===== config.mk =====
export PLATFORM = sky130hd
export DESIGN_NAME = multi_cycle_ctrl_flat
export DESIGN_NICKNAME = d
export VERILOG_FILES = /design/src/rtl/multi_cycle_ctrl_pkg.sv /design/src/rtl/multi_cycle_ctrl_if.sv /design/src/rtl/mc_decode.sv /design/src/rtl/multi_cycle_ctrl.sv /design/src/flat_wrapper.sv
export SDC_FILE = /design/constraint.sdc
export NUM_CORES = 1
export LEC_CHECK = 0
export ABC_AREA = 1
export CORE_ASPECT_RATIO = 0.6
export CORE_MARGIN = 3
export CORE_UTILIZATION = 53
export CTS_CLUSTER_SIZE = 40
export DETAILED_ROUTE_END_ITERATION = 12
export PLACE_DENSITY = 0.86
export SLEW_MARGIN = 0
export SYNTH_ARGS = -nofsm -noshare
export SYNTH_HDL_FRONTEND = slang
export SYNTH_HIERARCHICAL = 1
export SYNTH_SLANG_ARGS = --single-unit

===== constraint.sdc =====
create_clock -name clk -period 2.33 [get_ports clk]
set_input_delay 0.466 -clock clk [delete_from_list [all_inputs] [get_ports clk]]
set_output_delay 0.466 -clock clk [all_outputs]
set_load 0.01 [all_outputs]

===== src/rtl/multi_cycle_ctrl_pkg.sv =====
// Shared encodings for the multi-cycle controller: FSM state codes, opcode and
// funct constants, instruction-class payload, and the ALU / next-PC encodings
// used by the surrounding datapath.
package multi_cycle_ctrl_pkg;

    localparam int unsigned OP_W    = 6;
    localparam int unsigned FUNCT_W = 6;
    localparam int unsigned STATE_W = 3;

    // FSM state codes; 5..7 are unused and recover to FETCH
    typedef enum logic [STATE_W-1:0] {
        S_FETCH  = 3'd0,
        S_DECODE = 3'd1,
        S_EXEC   = 3'd2,
        S_MEM    = 3'd3,
        S_WB     = 3'd4
    } state_t;

    // Opcode field values (instr[31:26])
    localparam logic [OP_W-1:0] OP_RTYPE   = 6'h00;
    localparam logic [OP_W-1:0] OP_J       = 6'h02;
    localparam logic [OP_W-1:0] OP_JAL     = 6'h03;
    localparam logic [OP_W-1:0] OP_BEQ     = 6'h04;
    localparam logic [OP_W-1:0] OP_BNE     = 6'h05;
    localparam logic [OP_W-1:0] OP_IALU_LO = 6'h08;
    localparam logic [OP_W-1:0] OP_IALU_HI = 6'h0F;
    localparam logic [OP_W-1:0] OP_LW      = 6'h23;
    localparam logic [OP_W-1:0] OP_SW      = 6'h2B;

    // Function field values (instr[5:0]) for R-type
    localparam logic [FUNCT_W-1:0] FUNCT_JR = 6'h08;

    // One-hot instruction class; all-zero means unsupported opcode
    typedef struct packed {
        logic r_alu;
        logic jr;
        logic i_alu;
        logic lw;
        logic sw;
        logic beq;
        logic bne;
        logic j;
        logic jal;
    } cls_t;

    // ALU operation encoding used by the datapath
    typedef enum logic [3:0] {
        ALU_ADD = 4'd0,
        ALU_SUB = 4'd1,
        ALU_AND = 4'd2,
        ALU_OR  = 4'd3,
        ALU_XOR = 4'd4,
        ALU_NOR = 4'd5,
        ALU_SLT = 4'd6,
        ALU_LUI = 4'd7
    } alu_op_t;

    // Next-PC source encoding used by the datapath
    typedef enum logic [1:0] {
        NPC_PC4    = 2'd0,
        NPC_BRANCH = 2'd1,
        NPC_JUMP   = 2'd2,
        NPC_REG    = 2'd3
    } npc_sel_t;

endpackage


===== src/rtl/multi_cycle_ctrl_if.sv =====
// Controller <-> datapath bundle.
//   op, funct, zero, mem_ready : datapath -> controller
//   im_rd, ir_wr, pc_wr, rf_wr, dm_rd, dm_wr, illegal : controller strobes
//   state, retired : controller status
// master = datapath side, slave = controller side.
interface multi_cycle_ctrl_if #(
    parameter int unsigned CNT_W = 32
);
    import multi_cycle_ctrl_pkg::*;

    logic [OP_W-1:0]    op;
    logic [FUNCT_W-1:0] funct;
    logic               zero;
    logic               mem_ready;

    logic               im_rd;
    logic               ir_wr;
    logic               pc_wr;
    logic               rf_wr;
    logic               dm_rd;
    logic               dm_wr;
    logic [STATE_W-1:0] state;
    logic               illegal;
    logic [CNT_W-1:0]   retired;

    modport master (
        output op, funct, zero, mem_ready,
        input  im_rd, ir_wr, pc_wr, rf_wr, dm_rd, dm_wr, state, illegal, retired
    );

    modport slave (
        input  op, funct, zero, mem_ready,
        output im_rd, ir_wr, pc_wr, rf_wr, dm_rd, dm_wr, state, illegal, retired
    );

endinterface


===== src/rtl/mc_decode.sv =====
// Combinational instruction classifier.
//   op    : opcode field
//   funct : function field (only meaningful for op 0x00)
//   cls   : one-hot instruction class, all-zero for unsupported opcodes
module mc_decode
    import multi_cycle_ctrl_pkg::*;
(
    input  logic [OP_W-1:0]    op,
    input  logic [FUNCT_W-1:0] funct,
    output cls_t               cls
);

    // Map opcode (and funct for R-type) onto a single class bit
    always_comb begin
        cls = '0;
        if (op == OP_RTYPE) begin
            if (funct == FUNCT_JR) cls.jr    = 1'b1;
            else                   cls.r_alu = 1'b1;
        end else if (op >= OP_IALU_LO && op <= OP_IALU_HI) begin
            cls.i_alu = 1'b1;
        end else begin
            case (op)
                OP_LW:   cls.lw  = 1'b1;
                OP_SW:   cls.sw  = 1'b1;
                OP_BEQ:  cls.beq = 1'b1;
                OP_BNE:  cls.bne = 1'b1;
                OP_J:    cls.j   = 1'b1;
                OP_JAL:  cls.jal = 1'b1;
                default: cls     = '0;
            endcase
        end
    end

endmodule


===== src/rtl/multi_cycle_ctrl.sv =====
// Multi-cycle CPU control FSM with retired-instruction counter.
//   clk, rst : clock, synchronous active-high reset
//   bus      : slave side of multi_cycle_ctrl_if (op/funct/zero/mem_ready in;
//              combinational strobes, state code, illegal pulse and
//              retired count out)
// Strobes are decoded from the current state plus op/funct/zero/mem_ready and
// are forced low while rst is high.
module multi_cycle_ctrl
    import multi_cycle_ctrl_pkg::*;
#(
    parameter int unsigned CNT_W = 32
) (
    input  logic              clk,
    input  logic              rst,
    multi_cycle_ctrl_if.slave bus
);

    state_t           state_q;
    state_t           state_d;
    cls_t             cls;
    logic             is_illegal;
    logic             retire_c;
    logic [CNT_W-1:0] retired_q;

    logic im_rd_c, ir_wr_c, pc_wr_c, rf_wr_c, dm_rd_c, dm_wr_c, illegal_c;

    // op/funct only influence behaviour outside FETCH; FETCH never looks at cls
    mc_decode u_decode (
        .op    (bus.op),
        .funct (bus.funct),
        .cls   (cls)
    );

    assign is_illegal = ~|cls;

    // State register
    always_ff @(posedge clk) begin
        if (rst) state_q <= S_FETCH;
        else     state_q <= state_d;
    end

    // Next-state logic
    always_comb begin
        state_d = state_q;
        case (state_q)
            S_FETCH: begin
                if (bus.mem_ready) state_d = S_DECODE;
            end
            S_DECODE: begin
                if (cls.j || cls.jr || cls.jal || is_illegal) state_d = S_FETCH;
                else                                          state_d = S_EXEC;
            end
            S_EXEC: begin
                if (cls.lw || cls.sw)             state_d = S_MEM;
                else if (cls.r_alu || cls.i_alu)  state_d = S_WB;
                else                              state_d = S_FETCH;
            end
            S_MEM: begin
                // A non-memory op here can only come from a corrupted IR; recover
                if (!(cls.lw || cls.sw))  state_d = S_FETCH;
                else if (bus.mem_ready)   state_d = cls.lw ? S_WB : S_FETCH;
            end
            S_WB:    state_d = S_FETCH;
            default: state_d = S_FETCH;
        endcase
    end

    // Output decode; everything held low during reset
    always_comb begin
        im_rd_c   = 1'b0;
        ir_wr_c   = 1'b0;
        pc_wr_c   = 1'b0;
        rf_wr_c   = 1'b0;
        dm_rd_c   = 1'b0;
        dm_wr_c   = 1'b0;
        illegal_c = 1'b0;
        retire_c  = 1'b0;
        if (!rst) begin
            case (state_q)
                S_FETCH: begin
                    im_rd_c = 1'b1;
                    ir_wr_c = bus.mem_ready;
                    pc_wr_c = bus.mem_ready;
                end
                S_DECODE: begin
                    if (cls.j || cls.jr) begin
                        pc_wr_c  = 1'b1;
                        retire_c = 1'b1;
                    end else if (cls.jal) begin
                        pc_wr_c  = 1'b1;
                        rf_wr_c  = 1'b1;
                        retire_c = 1'b1;
                    end else if (is_illegal) begin
                        illegal_c = 1'b1;
                    end
                end
                S_EXEC: begin
                    if (cls.beq) begin
                        pc_wr_c  = bus.zero;
                        retire_c = 1'b1;
                    end else if (cls.bne) begin
                        pc_wr_c  = ~bus.zero;
                        retire_c = 1'b1;
                    end
                end
                S_MEM: begin
                    dm_rd_c  = cls.lw;
                    dm_wr_c  = cls.sw;
                    retire_c = cls.sw & bus.mem_ready;
                end
                S_WB: begin
                    rf_wr_c  = 1'b1;
                    retire_c = 1'b1;
                end
                default: ;
            endcase
        end
    end

    // Retired-instruction counter, wraps naturally at 2^CNT_W
    always_ff @(posedge clk) begin
        if (rst)           retired_q <= '0;
        else if (retire_c) retired_q <= retired_q + CNT_W'(1);
    end

    assign bus.im_rd   = im_rd_c;
    assign bus.ir_wr   = ir_wr_c;
    assign bus.pc_wr   = pc_wr_c;
    assign bus.rf_wr   = rf_wr_c;
    assign bus.dm_rd   = dm_rd_c;
    assign bus.dm_wr   = dm_wr_c;
    assign bus.illegal = illegal_c;
    assign bus.state   = STATE_W'(state_q);
    assign bus.retired = retired_q;

endmodule

===== src/flat_wrapper.sv =====
// flat-port wrapper written by rule: the top's interface ports become plain ports
module multi_cycle_ctrl_flat import multi_cycle_ctrl_pkg::*;
#(
    parameter int unsigned CNT_W = 32
)
  (clk, rst, bus_op, bus_funct, bus_zero, bus_mem_ready, bus_im_rd, bus_ir_wr, bus_pc_wr, bus_rf_wr, bus_dm_rd, bus_dm_wr, bus_state, bus_illegal, bus_retired);
  multi_cycle_ctrl_if #(.CNT_W(CNT_W)) bus_i ();
  input  logic clk;
  input  logic rst;
  input wire logic [$bits(bus_i.op)-1:0] bus_op;
  input wire logic [$bits(bus_i.funct)-1:0] bus_funct;
  input wire logic [$bits(bus_i.zero)-1:0] bus_zero;
  input wire logic [$bits(bus_i.mem_ready)-1:0] bus_mem_ready;
  output wire logic [$bits(bus_i.im_rd)-1:0] bus_im_rd;
  output wire logic [$bits(bus_i.ir_wr)-1:0] bus_ir_wr;
  output wire logic [$bits(bus_i.pc_wr)-1:0] bus_pc_wr;
  output wire logic [$bits(bus_i.rf_wr)-1:0] bus_rf_wr;
  output wire logic [$bits(bus_i.dm_rd)-1:0] bus_dm_rd;
  output wire logic [$bits(bus_i.dm_wr)-1:0] bus_dm_wr;
  output wire logic [$bits(bus_i.state)-1:0] bus_state;
  output wire logic [$bits(bus_i.illegal)-1:0] bus_illegal;
  output wire logic [$bits(bus_i.retired)-1:0] bus_retired;
  assign bus_i.op = bus_op;
  assign bus_i.funct = bus_funct;
  assign bus_i.zero = bus_zero;
  assign bus_i.mem_ready = bus_mem_ready;
  assign bus_im_rd = bus_i.im_rd;
  assign bus_ir_wr = bus_i.ir_wr;
  assign bus_pc_wr = bus_i.pc_wr;
  assign bus_rf_wr = bus_i.rf_wr;
  assign bus_dm_rd = bus_i.dm_rd;
  assign bus_dm_wr = bus_i.dm_wr;
  assign bus_state = bus_i.state;
  assign bus_illegal = bus_i.illegal;
  assign bus_retired = bus_i.retired;
  multi_cycle_ctrl #(.CNT_W(CNT_W)) u_core (.clk(clk), .rst(rst), .bus(bus_i));
endmodule

# Word level (Yosys, flattened, before mapping)
# Cells that the tools add are included.
[totals]
input_bits = 16
regBits = 35
[op_classes]
n_eq_ne = 13
n_reduce_logical = 11
bitwise = 2
magnitude_cmp = 2
muxes = 46
n_addsub = 1
[ops]
columns = ["operator", "count"]
rows = [
  ["adder 32 x 1 -> 32 bit, second input constant", 1],
  ["2-to-1 mux 1 bit", 32],
  ["2-to-1 mux 3 bit", 6],
  ["== test 6 x 2 -> 1 bit, second input constant", 2],
  ["== test 6 x 3 -> 1 bit, second input constant", 2],
  ["== test 6 bit, second input constant", 2],
  ["case mux 3 bit (4 select lines)", 1],
  ["OR reduction 9 bit", 1],
  ["2-to-1 mux 7 bit", 1],
  ["== test 3 x 2 -> 1 bit, second input constant", 2],
  ["== test 6 x 4 -> 1 bit, second input constant", 1],
  ["greater-or-equal comparator 6 x 4 -> 1 bit, second input constant", 1],
  ["<= comparator 6 x 4 -> 1 bit, second input constant", 1],
  ["zero test 6 bit", 1],
  ["2-to-1 mux 6 bit", 1],
  ["logical OR 1 bit", 5],
  ["2-to-1 mux 2 bit", 2],
  ["case mux 1 bit (4 select lines)", 1],
  ["== test 3 x 1 -> 1 bit, second input constant", 1],
  ["== test 3 bit, second input constant", 1],
  ["zero test 3 bit", 1],
  ["!= test 3 bit, second input constant", 1],
  ["case mux 1 bit (3 select lines)", 1],
  ["!= test 2 bit, second input constant", 1],
  ["6 further kinds", 6],
]

# Logic depth before layout (Yosys ltp)
# Gate-level depths: netlist (run 1).
[logic_depth]
ltp_word = 10
ltp_mapped = 15
mapped_depth_nobuf = 14

# Hierarchy
# The synthesis (run 1) kept the hierarchy.
[by_module_without_submodules]
columns = ["mod", "area_each_um2", "instances", "seq_area_each_um2", "cells_each"]
rows = [
  ["multi_cycle_ctrl", 2180.8, 1, 700.7, 367],
  ["mc_decode", 166.4, 1, 0.0, 35],
]

# Worst setup path before layout (run 1)
# Ideal clock, no wire load.
[synth_timing]
kind = "input to output"
startpoint = "input bus_op[3]"
endpoint = "output bus_illegal"
setup_slack_ns = 0.500
arrival_time_ns = 1.364
path_buffers = 0
path_stages = 9
path_cell_list = "inv_1 > nor2_1 > nand2_1 > nor2_1 > nor2_1 > inv_1 > nor3b_1 > nand3_1 > nor2_1"
[synth_lines]
columns = ["item", "line", "text"]
rows = [
  ["start, declared", "flat_wrapper.sv:10", "input wire logic [$bits(bus_i.op)-1:0] bus_op;"],
  ["end, declared", "flat_wrapper.sv:21", "output wire logic [$bits(bus_i.illegal)-1:0] bus_illegal;"],
]

==> flow_summary.json, run 1 <==
{
  "status": "finished clean",
  "gr-total-overflow": 0,
  "worstSetupEndpointType": "primary output",
  "insertion_delay_ns": 0.29,
  "drc": 0,
  "rrSetupSlack_ns": 0.48,
  "cts_buffer_depth": 2,
  "place.port_buffers": 57,
  "area_delta_synth_final_pct": 39.0,
  "cts-htree-levels": 2,
  "first_pass_iters": 5,
  "io_pins": 58,
  "drv_slew": 0,
  "start_util_pct": 56.0,
  "skew_ns": 0.00438,
  "dpl_worst_slack_ns": -0.579,
  "yosysSeqAreaShare_pct": 29.9,
  "hold_class": "reg2reg",
  "final_common_cell": "nor2_1",
  "synthDistinctLibCells": 28,
  "fin_crit_sh_pct": 95.7,
  "rr_endpoint": "u_core/bus.retired[26]",
  "cts_buffers": 5,
  "cp_max_fo": 4,
  "grt_pass1_wl_um": 11800,
  "syn-cell-area_um2": 2350,
  "syn_nets": 419,
  "cpMostUsedCell": "nor2_1",
  "wl_per_cell_um": 13.0,
  "grt_pass1_vias": 2515,
  "antenna_found_initial": 0,
  "reg2reg_depth": 10,
  "cts_hold_buf": 0,
  "syn_inst": 402,
  "core_um2": 4190,
  "hold_viol": 0,
  "rr_startpoint": "u_core/bus.retired[0]",
  "numClockSinks": 35,
  "utilization_pct": 77.9,
  "postLayoutSetupSlackWorst_ns": 0.100,
  "layout.nets": 496,
  "p_leak_nw": 1.39,
  "core.rowCount": 18,
  "slew_headroom_pct": 75.6,
  "vias": 2836,
  "fin_crit_ns": 2.23,
  "critical-path-top-delay-family": "simple AND/OR/NAND/NOR gates",
  "hold_ws_ns": 0.534,
  "critPathRequiredTime_ns": 1.86,
  "cts_tree": "yes",
  "rsz0062_at_grt": "true",
  "post-dp-hpwl_um": 5140,
  "cpPeakStageDelay_ns": 0.28,
  "path_cells": "dlygate4sd2_1 -> nand2_2 -> inv_2 -> nand2_1 -> nor2_1 -> nor2_1 -> inv_1 -> nor3b_4 -> nand3_1 -> nor2_1 -> buf_2",
  "ys_warn_count": 6,
  "synth_seq_cells": 35,
  "max_freq_mhz": 448,
  "slowest_stage": "dlygate4sd2_1",
  "whs_path_depth": 2,
  "critPathKind": "in2out",
  "tightest_slew_ns": 0.366,
  "path_buf_inv": 4,
  "diodes": 0,
  "die_h_um": 57.6,
  "power.total_mw": 1.24,
  "die_x_um": 91.9,
  "pwr_density_cell_nw_per_um2": 379,
  "ir_worst_vdd_uv": 409,
  "setup_viol": 0,
  "start_kind": "input port",
  "cts_root_buf": "clkbuf_8",
  "hold_start": "u_core/bus.retired[30]",
  "ant_nets": 0,
  "max_cap_violations": 0,
  "via_per_inst": 5.25,
  "clkTransAtPathRegs_ns": 0.07,
  "layout_common_cells": "nor2_1 (99), nand2_1 (94), inv_1 (44)",
  "grt_usage_pct": 27.6,
  "n_fill_cell": 327,
  "setup-tns-final_ns": 0,
  "register_area_um2": 701,
  "drt_iter0_markers": 295,
  "multi_input_area_um2": 1420,
  "arrival_ns": 1.76,
  "min_to": "u_core/bus.retired[30]",
  "dieArea_um2": 5290,
  "grt_max_degree": 34,
  "wirelength_um": 7010,
  "gp_congestion": 0.830,
  "drive_above_1_share_pct": 14.4,
  "postSynthAreaPerCell_um2": 5.84
}
==> worst min-delay path, cell delays in order (launching register included) <==
cell and delay, ns:
dfxtp_1 0.34, a21oi_1 0.11, nor2_1 0.05
==> where the power goes <==
| group | internal, mW | total, mW | switching (mW) |
|---|---|---|---|
| registers | 0.601 | 0.605 | 0.00415 |
| clock network | 0.270 | 0.495 | 0.224 |
| logic | 0.0654 | 0.138 | 0.0728 |
| total | 0.936 | 1.24 | 0.301 |
==> cells in the mapped netlist <==
cell type	n	area share [%]
nand4_1	8	2.1
nand3b_1	2	0.64
buf_1	1	0.16
buf_2	3	0.64
xor2_1	1	0.37
a21oi_1	21	4.5
o21ai_0	7	1.5
inv_2	5	0.80
nor2_1	104	17
a221oi_1	1	0.37
o21ai_1	3	0.64
dfxtp_1	35	30
nand2_2	4	1.1
ha_1	1	0.53
buf_6	2	0.96
inv_1	46	7.4
nand2_1	96	15
nand2_4	1	0.48
nor3_2	2	0.85
buf_4	2	0.64
nor2_2	8	2.1
nor2_4	3	1.4
nand3_2	5	2.1
o22ai_1	1	0.27
clkbuf_1	1	0.16
nand3_1	33	7.0
nor3_1	5	1.1
nor3b_1	1	0.32
==> state kept, by name, summed over array words and instances (netlist names) <==
register            cells
u_core/bus.state        3
u_core/bus.retired     32
==> layout make-up <==
class                      instances  area share (%)
inverter                          51            5.87
tap                               60            2.30
sequential                        35            21.5
timing repair buffer              79            23.6
multi-input combinational        307            43.7
clock buffer                       8            3.07
==> cells by family (layout without fill, tap and decap cells) <==
family                   Yosys count  after routing  synth area share [%]
AND/OR/NAND/NOR                  272            272                  51.3
buffers and inverters             60            138                  10.7
flip-flops                        35             35                  29.9
AO/OA/AOI/OAI                     33             33                  7.25
adder cells (fa/ha/maj)            1              1                 0.533
XOR/XNOR                           1              1                 0.373
==> how the worst max path moves through the flow <==
stage | endpoint | startpoint | cells past startpoint | slack [ns]
after floorplan | bus_illegal | bus_op[3] | 9 | 0.50
after global placement | bus_illegal | bus_funct[3] | 11 | -0.56
after detailed placement | bus_illegal | bus_funct[3] | 11 | -0.58
after CTS | bus_illegal | bus_funct[3] | 11 | -0.08
after global routing | bus_illegal | bus_op[1] | 11 | -0.04
final | bus_illegal | bus_op[0] | 11 | 0.10
==> stage by stage <==
stage / cells / cell area, µm²
CTS: 538 / 3210
finish: 540 / 3260
global placement: 530 / 3120
global route: 540 / 3260
floorplan: 402 / 2350
detailed placement: 530 / 3120
==> repair_timing <==
item / CTS / global route
gates resized for setup: 24 / 12
gates cloned: 0 / 0
endpoints found under the setup margin: 5 / 5
setup buffers: 0 / 2
pin swaps: 6 / 10
==> routing by layer <==
layer / up-vias / part of all wire [%] / GRT usage, %
li1: 1413 / - / -
met5: - / 0 / 0
met1: 1266 / 49 / 42.4
met4: 0 / 1.3 / 6.55
met2: 142 / 41 / 38.8
met3: 15 / 8.9 / 6.32
Power figures use the tool's default switching activity.
==> run 2: changes to the inputs <==
PLACE_DENSITY = default   (was 0.86)
PLACE_DENSITY_LB_ADDON = 0.15   (was default)
==> run 2 against run 1 <==
Against the previous run: critical path depth stayed put; non-clock buffer count rose by 9; register-to-register slack got worse by 0.08 ns; wire length grew 2.9%; clock skew barely moved; worst setup slack lost 0.082 ns.
==> flow_summary.json, run 2 (synthesis gave the netlist of run 1 again) <==
{
  "hold_viol": 0,
  "stdcell_count": 549,
  "largest_register_ffs": 32,
  "drive_above_1_share_pct": 16.6,
  "start_kind": "input port",
  "ir_worst_vdd_uv": 258,
  "arrival_ns": 1.85,
  "fin_crit_ns": 2.31,
  "vias": 2909,
  "rsz0062_at_grt": "true",
  "drt_iter0_markers": 285,
  "status": "finished clean",
  "dieArea_um2": 5290,
  "layout_common_cells": "nor2_1 (98), nand2_1 (95), inv_1 (44)",
  "die_h_um": 57.6,
  "max_cap_violations": 0,
  "diodes": 0,
  "clkTransAtPathRegs_ns": 0.07,
  "drv_slew": 0,
  "hold_class": "reg2reg",
  "critPathRequiredTime_ns": 1.86,
  "via_per_inst": 5.30,
  "cts_buffer_depth": 2,
  "place_inst": 535,
  "core.rowCount": 18,
  "tightest_slew_ns": 0.336,
  "skew_ns": 0.00458,
  "grt_max_degree": 34,
  "wl_per_cell_um": 13.1,
  "numClockSinks": 35,
  "first_pass_iters": 5,
  "slew_headroom_pct": 77.6,
  "setup-tns-final_ns": 0,
  "ant_nets": 0,
  "core_um2": 4190,
  "start_util_pct": 56.0,
  "cts_buffers": 5,
  "cts_root_buf": "clkbuf_8",
  "wirelength_um": 7210,
  "gr-total-overflow": 0,
  "drc": 0,
  "hold_ws_ns": 0.541,
  "cp_max_fo": 3,
  "io_pins": 58,
  "grt_pass1_wl_um": 11500,
  "fin_crit_sh_pct": 99.2,
  "p_leak_nw": 1.37,
  "max_freq_mhz": 433,
  "cts-htree-levels": 2,
  "gp_congestion": 0.908,
  "final_common_cell": "nor2_1",
  "layout.nets": 505,
  "grt_usage_pct": 26.5,
  "pwr_density_cell_nw_per_um2": 355,
  "worstSetupEndpointType": "primary output",
  "cts_tree": "yes",
  "setup_viol": 0,
  "antenna_found_initial": 0,
  "critPathKind": "in2out",
  "insertion_delay_ns": 0.28,
  "grt_pass1_vias": 2496,
  "place.port_buffers": 57,
  "area_delta_synth_final_pct": 40.0,
  "die_x_um": 91.9,
  "post-dp-hpwl_um": 5130,
  "power.total_mw": 1.17
}
## run 2: final cells by class
type | instances | area, µm²
Clock buffer | 7 | 76.3
Clock inverter | 1 | 5.00
Fill cell | 336 | 903
Inverter | 51 | 191
Multi-Input combinational cell | 307 | 1440
Sequential cell | 35 | 701
Tap cell | 60 | 75.1
Timing Repair Buffer | 88 | 800
## run 2: path summary, 6_finish.rpt
path / from / to / slack (ns) / cells after the start
worst min-delay path: u_core/bus.retired[21] / u_core/bus.retired[21] / 0.54 / 2
worst max register to register: u_core/bus.state[1] / u_core/bus.retired[5] / 0.40 / 12
worst min register to register: u_core/bus.retired[21] / u_core/bus.retired[21] / 0.54 / 2
worst max-delay path: bus_op[1] / bus_pc_wr / 0.02 / 11
## run 2: where the power goes
part / internal (mW) / switching [mW] / total, mW
registers: 0.601 / 0.00356 / 0.604
logic: 0.0699 / 0.0772 / 0.147
clock network: 0.210 / 0.205 / 0.415
total: 0.880 / 0.286 / 1.17
## run 2: worst max-delay path: stages
cell and delay, ns:
dlygate4sd2_1 0.28, nor2_2 0.16, nand2_1 0.08, nor2_2 0.11, inv_1 0.06, nand2_2 0.09, nand3_2 0.12, nor2_2 0.13
nor2_1 0.05, a21oi_2 0.14, buf_2 0.16
## run 2: metal layers
| metal | vias to the layer above | wire length, µm | GRT usage, % | share of wire [%] |
|---|---|---|---|---|
| met5 | - | 0 | 0 | 0 |
| met4 | 0 | 96 | 5.29 | 1.3 |
| met3 | 12 | 704 | 5.80 | 9.8 |
| met2 | 167 | 3040 | 39.5 | 42 |
| met1 | 1300 | 3370 | 39.5 | 47 |
| li1 | 1430 | - | - | - |
## run 2: per-stage QoR
stage	instance area [µm²]	utilization (%)	worst slack [ns]
finish	3290	78.4	0.0181
global route	3290	78.4	-0.0674
CTS	3230	77.1	0.0369
detailed placement	3150	75.1	-0.642
global placement	3150	75.1	-0.582
floorplan	2350	-	0.500
## run 2: repair_timing
item | CTS | global route
endpoints found under the hold margin | 0 | 0
cloned | 0 | 0
hold buffers | 0 | 0
pin swaps | 11 | 13
setup buffers | 2 | 4
resized for setup | 31 | 14
endpoints found under the setup margin | 5 | 3
